`src/rtl/mem_arb_pkg.sv`:
```
// Shared types for the ideal_mem data-port arbiter: FSM states and master indices.
package mem_arb_pkg;

  typedef enum logic [1:0] {
    IDLE,
    WR,
    RD,
    RD_RESP
  } arb_state_t;

  localparam logic MASTER_CPU = 1'b0;
  localparam logic MASTER_DBG = 1'b1;

endpackage

```
`src/rtl/rr_pick2.sv`:
```
// Two-way round-robin picker: a lone requester wins, a tie goes to the one
// that was not granted last.
module rr_pick2 (
  input  logic [1:0] req,
  input  logic       last,
  output logic       grant,
  output logic       valid
);

  always_comb begin
    valid = |req;
    grant = req[1];
    if (&req) grant = ~last;
  end

endmodule

```
`src/rtl/mem_port_arbiter.sv`:
```
// Arbitrates the ideal_mem data port between the CPU data path (m0) and the
// debug/loader master (m1), one access in flight, with a contention counter.
module mem_port_arbiter
  import mem_arb_pkg::*;
#(
  parameter int ADDR_WIDTH = 11,
  parameter int DATA_WIDTH = 32
) (
  input  logic                  clk,
  input  logic                  rst_n,

  input  logic                  m0_req,
  input  logic                  m0_we,
  input  logic [ADDR_WIDTH-3:0] m0_addr,
  input  logic [DATA_WIDTH-1:0] m0_wdata,
  output logic                  m0_ack,
  output logic [DATA_WIDTH-1:0] m0_rdata,

  input  logic                  m1_req,
  input  logic                  m1_we,
  input  logic [ADDR_WIDTH-3:0] m1_addr,
  input  logic [DATA_WIDTH-1:0] m1_wdata,
  output logic                  m1_ack,
  output logic [DATA_WIDTH-1:0] m1_rdata,

  output logic                  mem_wren,
  output logic                  mem_rden,
  output logic [ADDR_WIDTH-3:0] mem_waddr,
  output logic [ADDR_WIDTH-3:0] mem_raddr,
  output logic [DATA_WIDTH-1:0] mem_wdata,
  input  logic [DATA_WIDTH-1:0] mem_rdata,

  output logic [31:0]           conflict_cnt
);

  arb_state_t state;
  logic       sel;
  logic       last_grant;

  logic                  pick;
  logic                  pick_valid;
  logic                  win_we;
  logic [ADDR_WIDTH-3:0] win_addr;
  logic [DATA_WIDTH-1:0] win_wdata;

  rr_pick2 u_pick (
    .req   ({m1_req, m0_req}),
    .last  (last_grant),
    .grant (pick),
    .valid (pick_valid)
  );

  always_comb begin
    win_we    = (pick == MASTER_DBG) ? m1_we    : m0_we;
    win_addr  = (pick == MASTER_DBG) ? m1_addr  : m0_addr;
    win_wdata = (pick == MASTER_DBG) ? m1_wdata : m0_wdata;
  end

  // Memory strobes and acks are registered alongside the state, so they come
  // up in the same cycle the FSM enters WR/RD/RD_RESP.
  always_ff @(posedge clk) begin
    if (!rst_n) begin
      state      <= IDLE;
      sel        <= MASTER_CPU;
      last_grant <= MASTER_DBG;
      mem_wren   <= 1'b0;
      mem_rden   <= 1'b0;
      mem_waddr  <= '0;
      mem_raddr  <= '0;
      mem_wdata  <= '0;
      m0_ack     <= 1'b0;
      m1_ack     <= 1'b0;
    end else begin
      mem_wren  <= 1'b0;
      mem_rden  <= 1'b0;
      mem_waddr <= '0;
      mem_raddr <= '0;
      mem_wdata <= '0;
      m0_ack    <= 1'b0;
      m1_ack    <= 1'b0;
      case (state)
        IDLE: begin
          if (pick_valid) begin
            sel        <= pick;
            last_grant <= pick;
            if (win_we) begin
              state     <= WR;
              mem_wren  <= 1'b1;
              mem_waddr <= win_addr;
              mem_wdata <= win_wdata;
              m0_ack    <= (pick == MASTER_CPU);
              m1_ack    <= (pick == MASTER_DBG);
            end else begin
              state     <= RD;
              mem_rden  <= 1'b1;
              mem_raddr <= win_addr;
            end
          end
        end
        WR: state <= IDLE;
        RD: begin
          state  <= RD_RESP;
          m0_ack <= (sel == MASTER_CPU);
          m1_ack <= (sel == MASTER_DBG);
        end
        RD_RESP: state <= IDLE;
        default: state <= IDLE;
      endcase
    end
  end

  // Read data arrives from ideal_mem during RD_RESP, so it is steered straight through.
  always_comb begin
    m0_rdata = '0;
    m1_rdata = '0;
    if (state == RD_RESP) begin
      if (sel == MASTER_DBG) m1_rdata = mem_rdata;
      else                   m0_rdata = mem_rdata;
    end
  end

  always_ff @(posedge clk) begin
    if (!rst_n)
      conflict_cnt <= '0;
    else if (state == IDLE && m0_req && m1_req)
      conflict_cnt <= conflict_cnt + 32'd1;
  end

endmodule

```
`config.mk`:
```
export PLATFORM = sky130hd
export DESIGN_NAME = mem_port_arbiter
export DESIGN_NICKNAME = d
export VERILOG_FILES = /design/src/rtl/mem_arb_pkg.sv /design/src/rtl/rr_pick2.sv /design/src/rtl/mem_port_arbiter.sv
export SDC_FILE = /design/constraint.sdc
export NUM_CORES = 1
export LEC_CHECK = 0
export CAP_MARGIN = 40
export CORE_MARGIN = 4
export CORE_UTILIZATION = 38
export DETAILED_ROUTE_END_ITERATION = 16
export GPL_ROUTABILITY_DRIVEN = 0
export GPL_TIMING_DRIVEN = 1
export PLACE_DENSITY = 0.87
export SLEW_MARGIN = 30
export SYNTH_ARGS = -nofsm -noshare
export SYNTH_HDL_FRONTEND = slang
export SYNTH_SLANG_ARGS = --single-unit
```
`constraint.sdc`:
```
create_clock -name clk -period 5.5 [get_ports clk]
set_input_delay 1.375 -clock clk [delete_from_list [all_inputs] [get_ports clk]]
set_output_delay 1.375 -clock clk [all_outputs]
set_load 0.05 [all_outputs]
```
* After elaboration in Yosys (flattened, before gate mapping) *
Index checks and enable logic that the tools add are counted.

storage, ports and cells
  word-level logic and storage cells = 51
  bits of input ports = 120
  output and inout bits = 150
  register bits = 90

cells by class
  bitwise operators = 6
  add/sub/neg operators = 1
  mux-type cells = 19
  equality and inequality tests = 4
  reduce and logical (&&, ||, !) cells = 10

operator list
  kind                                                 number
  2-to-1 mux 32 bit                                    5
  adder 32 x 1 -> 32 bit, second input constant        1
  2-to-1 mux 9 bit                                     1
  2-to-1 mux 1 bit                                     8
  NOT 1 bit                                            6
  one-hot mux 2 bit (3 select lines)                   1
  equality test 2 bit, second input constant           2
  2-to-1 mux 2 bit                                     2
  one-hot mux 1 bit (2 select lines)                   2
  AND reduction 2 bit                                  2
  AND reduction 4 bit                                  1
  OR reduction 2 bit                                   2
  OR reduction 4 bit                                   1
  AND reduction 3 bit                                  1
  equality test 2 x 1 -> 1 bit, second input constant  1
  logical AND 1 bit                                    2
  zero test 2 bit                                      1
  inequality test 2 bit, second input constant         1

* Depth between registers and ports, before layout *
  depth in word-level cells = 6
  depth in mapped cells = 6
  mapped depth without buffers = 5

* Modules after synthesis *
A second synthesis with hierarchy kept.

second synthesis, totals
  cells, all modules = 442
  area, all modules = 3,908.7 um^2

by module, submodules not included
  module            sequential area each (um^2)  area an instance (um^2)  cells each  times used
  mem_port_arbiter  1,801.7                      3,895.0                  440         1
  rr_pick2          0.0                          13.8                     2           1

* Worst setup path before layout *
OpenSTA, ideal clock, no wires.

  path type = input-to-output
  from = in mem_rdata[0]
  to = out m0_rdata[0]
  path buffers = 0
  cell stages on the path = 1
  slack = 2.343 ns
  data required time = 4.125 ns
  arrival = 1.782 ns
  cell sequence = and2_1

on the way
  word-level cells in the longest chain between the ends = 2

RTL lines
  what               line                     RTL
  from (decl)        mem_port_arbiter.sv:31   input logic [DATA_WIDTH-1:0] mem_rdata,
  2-to-1 mux 32 bit  mem_port_arbiter.sv:117  if (sel == MASTER_DBG) m1_rdata = mem_rdata;
  2-to-1 mux 32 bit  mem_port_arbiter.sv:116  if (state == RD_RESP) begin
  to (decl)          mem_port_arbiter.sv:17   output logic [DATA_WIDTH-1:0] m0_rdata,

No other way between the ends.

* Worst setup path after layout *
  from = in mem_rdata[29]
  to = out m0_rdata[29]

The elaborated chain is that of the path after synthesis.

==> flow_summary.rst <==
.. list-table::
   :header-rows: 1

   * - Metric
     - Value
   * - Run status
     - finished, final reports clean
   * - Worst Reg2Reg Path Length in Cells
     - 4
   * - Vias in the first global route
     - around 4400
   * - Register clock-pin slew on the reported worst setup and hold paths
     - roughly 0.09 ns
   * - Buffer depth of the longest clock path
     - 2
   * - Most used flip-flop cell after synthesis
     - dfxtp_1
   * - Number of nets at the end of the flow
     - 860
   * - Total wire length
     - ~15000 um
   * - Number of H-tree levels
     - 3
   * - Final count of pins violating max slew
     - 0
   * - Transition time of the tightest slew-check pin
     - 0.7971 ns
   * - FF-to-FF setup slack
     - 3.19 ns
   * - Leftover overflow at the end of global routing
     - 0
   * - Boundary Pins
     - 270
   * - Area added between synthesis and finish
     - 76.40%
   * - Via density per instance
     - 4.942
   * - Number of search-and-repair iterations in the first detailed-routing pass
     - 4
   * - Post-detail-place hpwl
     - 11310 um
   * - Launching element of the worst setup path
     - mem_rdata[29]
   * - Share of layout cells above drive strength 1
     - 0.04032
   * - Top cell type by total area after synthesis
     - dfxtp_1
   * - Area inside the core boundary
     - between 9000 and 10000 um2
   * - Number of vias in the routed layout
     - 4334
   * - Skew final
     - 0.01601 ns
   * - Routed wire per std cell
     - about 17 um
   * - Max rail drop VDD
     - roughly 0.00012 V
   * - Worst setup endpoint
     - m0_rdata[29]
   * - Relative slew margins
     - 0.4637
   * - Global-route wire length before repair
     - 22270 um
   * - Most frequent cell after synthesis
     - nand2_1
   * - Synthesis Warnings
     - 0
   * - Full die area
     - about 12000 um2
   * - PnR Total Power
     - ~1.5 mW
   * - Crit path time final
     - 4.198 ns
   * - Number of nets produced by synthesis
     - between 600 and 700
   * - Number of DRC markers in iteration 0
     - 287
   * - Path type of the worst setup path
     - in2out
   * - Worst-Skew Late Latency
     - 0.37 ns
   * - Share of synthesized area occupied by flip-flops and latches
     - 0.4599
   * - Final setup vio count
     - 0
   * - Synthesized cell area
     - 3918 um2
   * - Required time of the worst setup path
     - 4.12 ns
   * - P per Cell Area
     - ~210 nW/um2
   * - Maximum frequency from static timing analysis
     - ~240 MHz
   * - Final core utilization
     - 0.6973
   * - Antenna cell count
     - 0
   * - Crit path capture type
     - output port
   * - Most used standard cells in the synthesized netlist
     - nand2_1 (91), dfxtp_1 (90), and2_1 (65), a21oi_1 (48), nor2_1 (31)
   * - Final Hold Violating Endpoints
     - 0
   * - Critical path launch point type
     - input port
   * - Number of buffers created by CTS
     - 9
   * - Fill count
     - 761
   * - Distinct cell type count of the synthesized netlist
     - 33
   * - Worst hold-check path type
     - reg2reg
   * - Average footprint of a synthesized cell
     - 8.161 um2
   * - Buffer count from post-CTS setup fixing
     - 0
   * - Number of hold buffers added after cts
     - 0
   * - Die Width
     - 109.5 um
   * - Y dimension of the die
     - roughly 110 um
   * - Worst reg2reg path endpoint
     - conflict_cnt[16]
   * - PortBufs
     - between 200 and 300
   * - GRT Util Overall
     - 0.2383
   * - Unrepaired setup endpoints after global routing
     - no
   * - Area share of the largest cell type after synthesis
     - 0.4599
   * - Aggregate negative setup slack
     - 0 ns
   * - Asr flop ratio synth
     - 0
   * - Number of instances in the synthesized netlist
     - 480
   * - R2R Path Start
     - state[1]
   * - Part of the cycle the worst path needs
     - 0.7634
   * - TritonCTS clock tree
     - built
   * - Critical path fanouts, max
     - 2
   * - Antenna Violating Nets Remaining
     - 0
   * - Initial antenna violation count
     - 0
   * - EDFF count, synth
     - 0
   * - Minimum hold slack
     - ~0.48 ns
   * - Cell types occupying the most area after synthesis
     - dfxtp_1 (46%), and2_1 (10%), nand2_1 (8.7%)
   * - Maximum number of pins on one net before global-route repair
     - 45
   * - Static leakage
     - roughly 2.6 nW
   * - # Max-Cap Violations
     - 0
   * - Count of state elements after synthesis
     - 90
   * - TritonCTS sink count
     - 90
   * - Arrival time at the worst endpoint
     - 2.82 ns
   * - Number of rows in the core area
     - 36
   * - Effective utilization at floorplan
     - 0.3953
   * - CTS Root Buffer Type
     - clkbuf_8
   * - Number of resized instances in the post-cts repair step
     - 0
   * - Count of unresolved DRC violations after routing
     - 0
[flip-flops by register name, indices dropped and copies added (netlist names)]
register / flops
m1_ack: 1
mem_rden: 1
mem_wren: 1
state: 2
mem_raddr: 9
sel: 1
mem_waddr: 9
conflict_cnt: 32
last_grant: 1
mem_wdata: 32
m0_ack: 1
[worst min path at each step]
stage	startpoint	to	slack, ns	cells after the start
finish	sel	m1_ack	0.48	2
CTS	sel	m1_ack	0.48	2
global route	sel	m1_ack	0.52	2
global placement	conflict_cnt[31]	conflict_cnt[31]	0.46	2
detailed placement	conflict_cnt[31]	conflict_cnt[31]	0.47	2
floorplan	sel	m1_ack	0.45	2
[cell families (layout without fill, tap and decap cells)]
family | after synthesis | in the layout | synth area share
xor gates and xnor gates | 7 | 7 | 0.01565
buffers and inverters | 36 | 300 | 0.03864
DFF | 90 | 90 | 0.4599
adders and majority gates | 1 | 1 | 0.003193
AOI/OAI and AO/OA | 66 | 66 | 0.08943
and+or+nand+nor | 258 | 258 | 0.3370
muxes | 22 | 22 | 0.05621
[through the flow]
| stage | instances | worst slack, ns | instance area [um2] |
|---|---|---|---|
| floorplan | 480 | 2.343 | 3918 |
| global placement | 859 | 1.282 | 6700 |
| detailed placement | 860 | 1.297 | 6714 |
| CTS | 876 | 1.288 | 6905 |
| global route | 877 | 1.249 | 6910 |
| finish | 877 | 1.302 | 6910 |
[layout make-up]
cell class | count | area, um2 | share of cell area
multi-input cells | 354 | 1978 | 0.2863
well taps | 133 | 166.4 | 0.02408
clock inverters | 6 | 53.80 | 0.007786
clock buffers | 10 | 137.6 | 0.01992
repair buffers | 275 | 2739 | 0.3963
inverters | 9 | 33.78 | 0.004889
flip-flops and latches | 90 | 1802 | 0.2607
[cells in the final DEF (no fill, tap or decap), drive strengths merged, types with 10 or more instances in the layout]
master / Yosys / final
a21oi: 48 / 48
inv: 9 / 13
clkbuf: 22 / 11
nand4: 10 / 10
nand3: 13 / 13
and2: 65 / 65
clkdlybuf4s50: 0 / 269
nand2b: 13 / 13
nor2: 31 / 31
mux2i: 22 / 22
o21ai: 11 / 11
dfxtp: 90 / 90
nand2: 91 / 91
[power by group]
part | internal [mW] | switching, mW
logic | 0.146 | 0.182
clock network | 0.186 | 0.260
registers | 0.674 | 0.00992
[metal layers]
layer,vias to the layer above,share of wire,track usage
li1,2125,-,-
met1,1994,0.36,0.2537
met2,190,0.53,0.4398
met3,25,0.081,0.07575
met4,0,0.024,0.08281
met5,-,0,0
[worst max-delay path: stages]
cell             delay [ns]
clkdlybuf4s50_1        0.51
and2_1                 0.14
clkdlybuf4s50_1        0.80
Power figures use the tool's default switching activity.
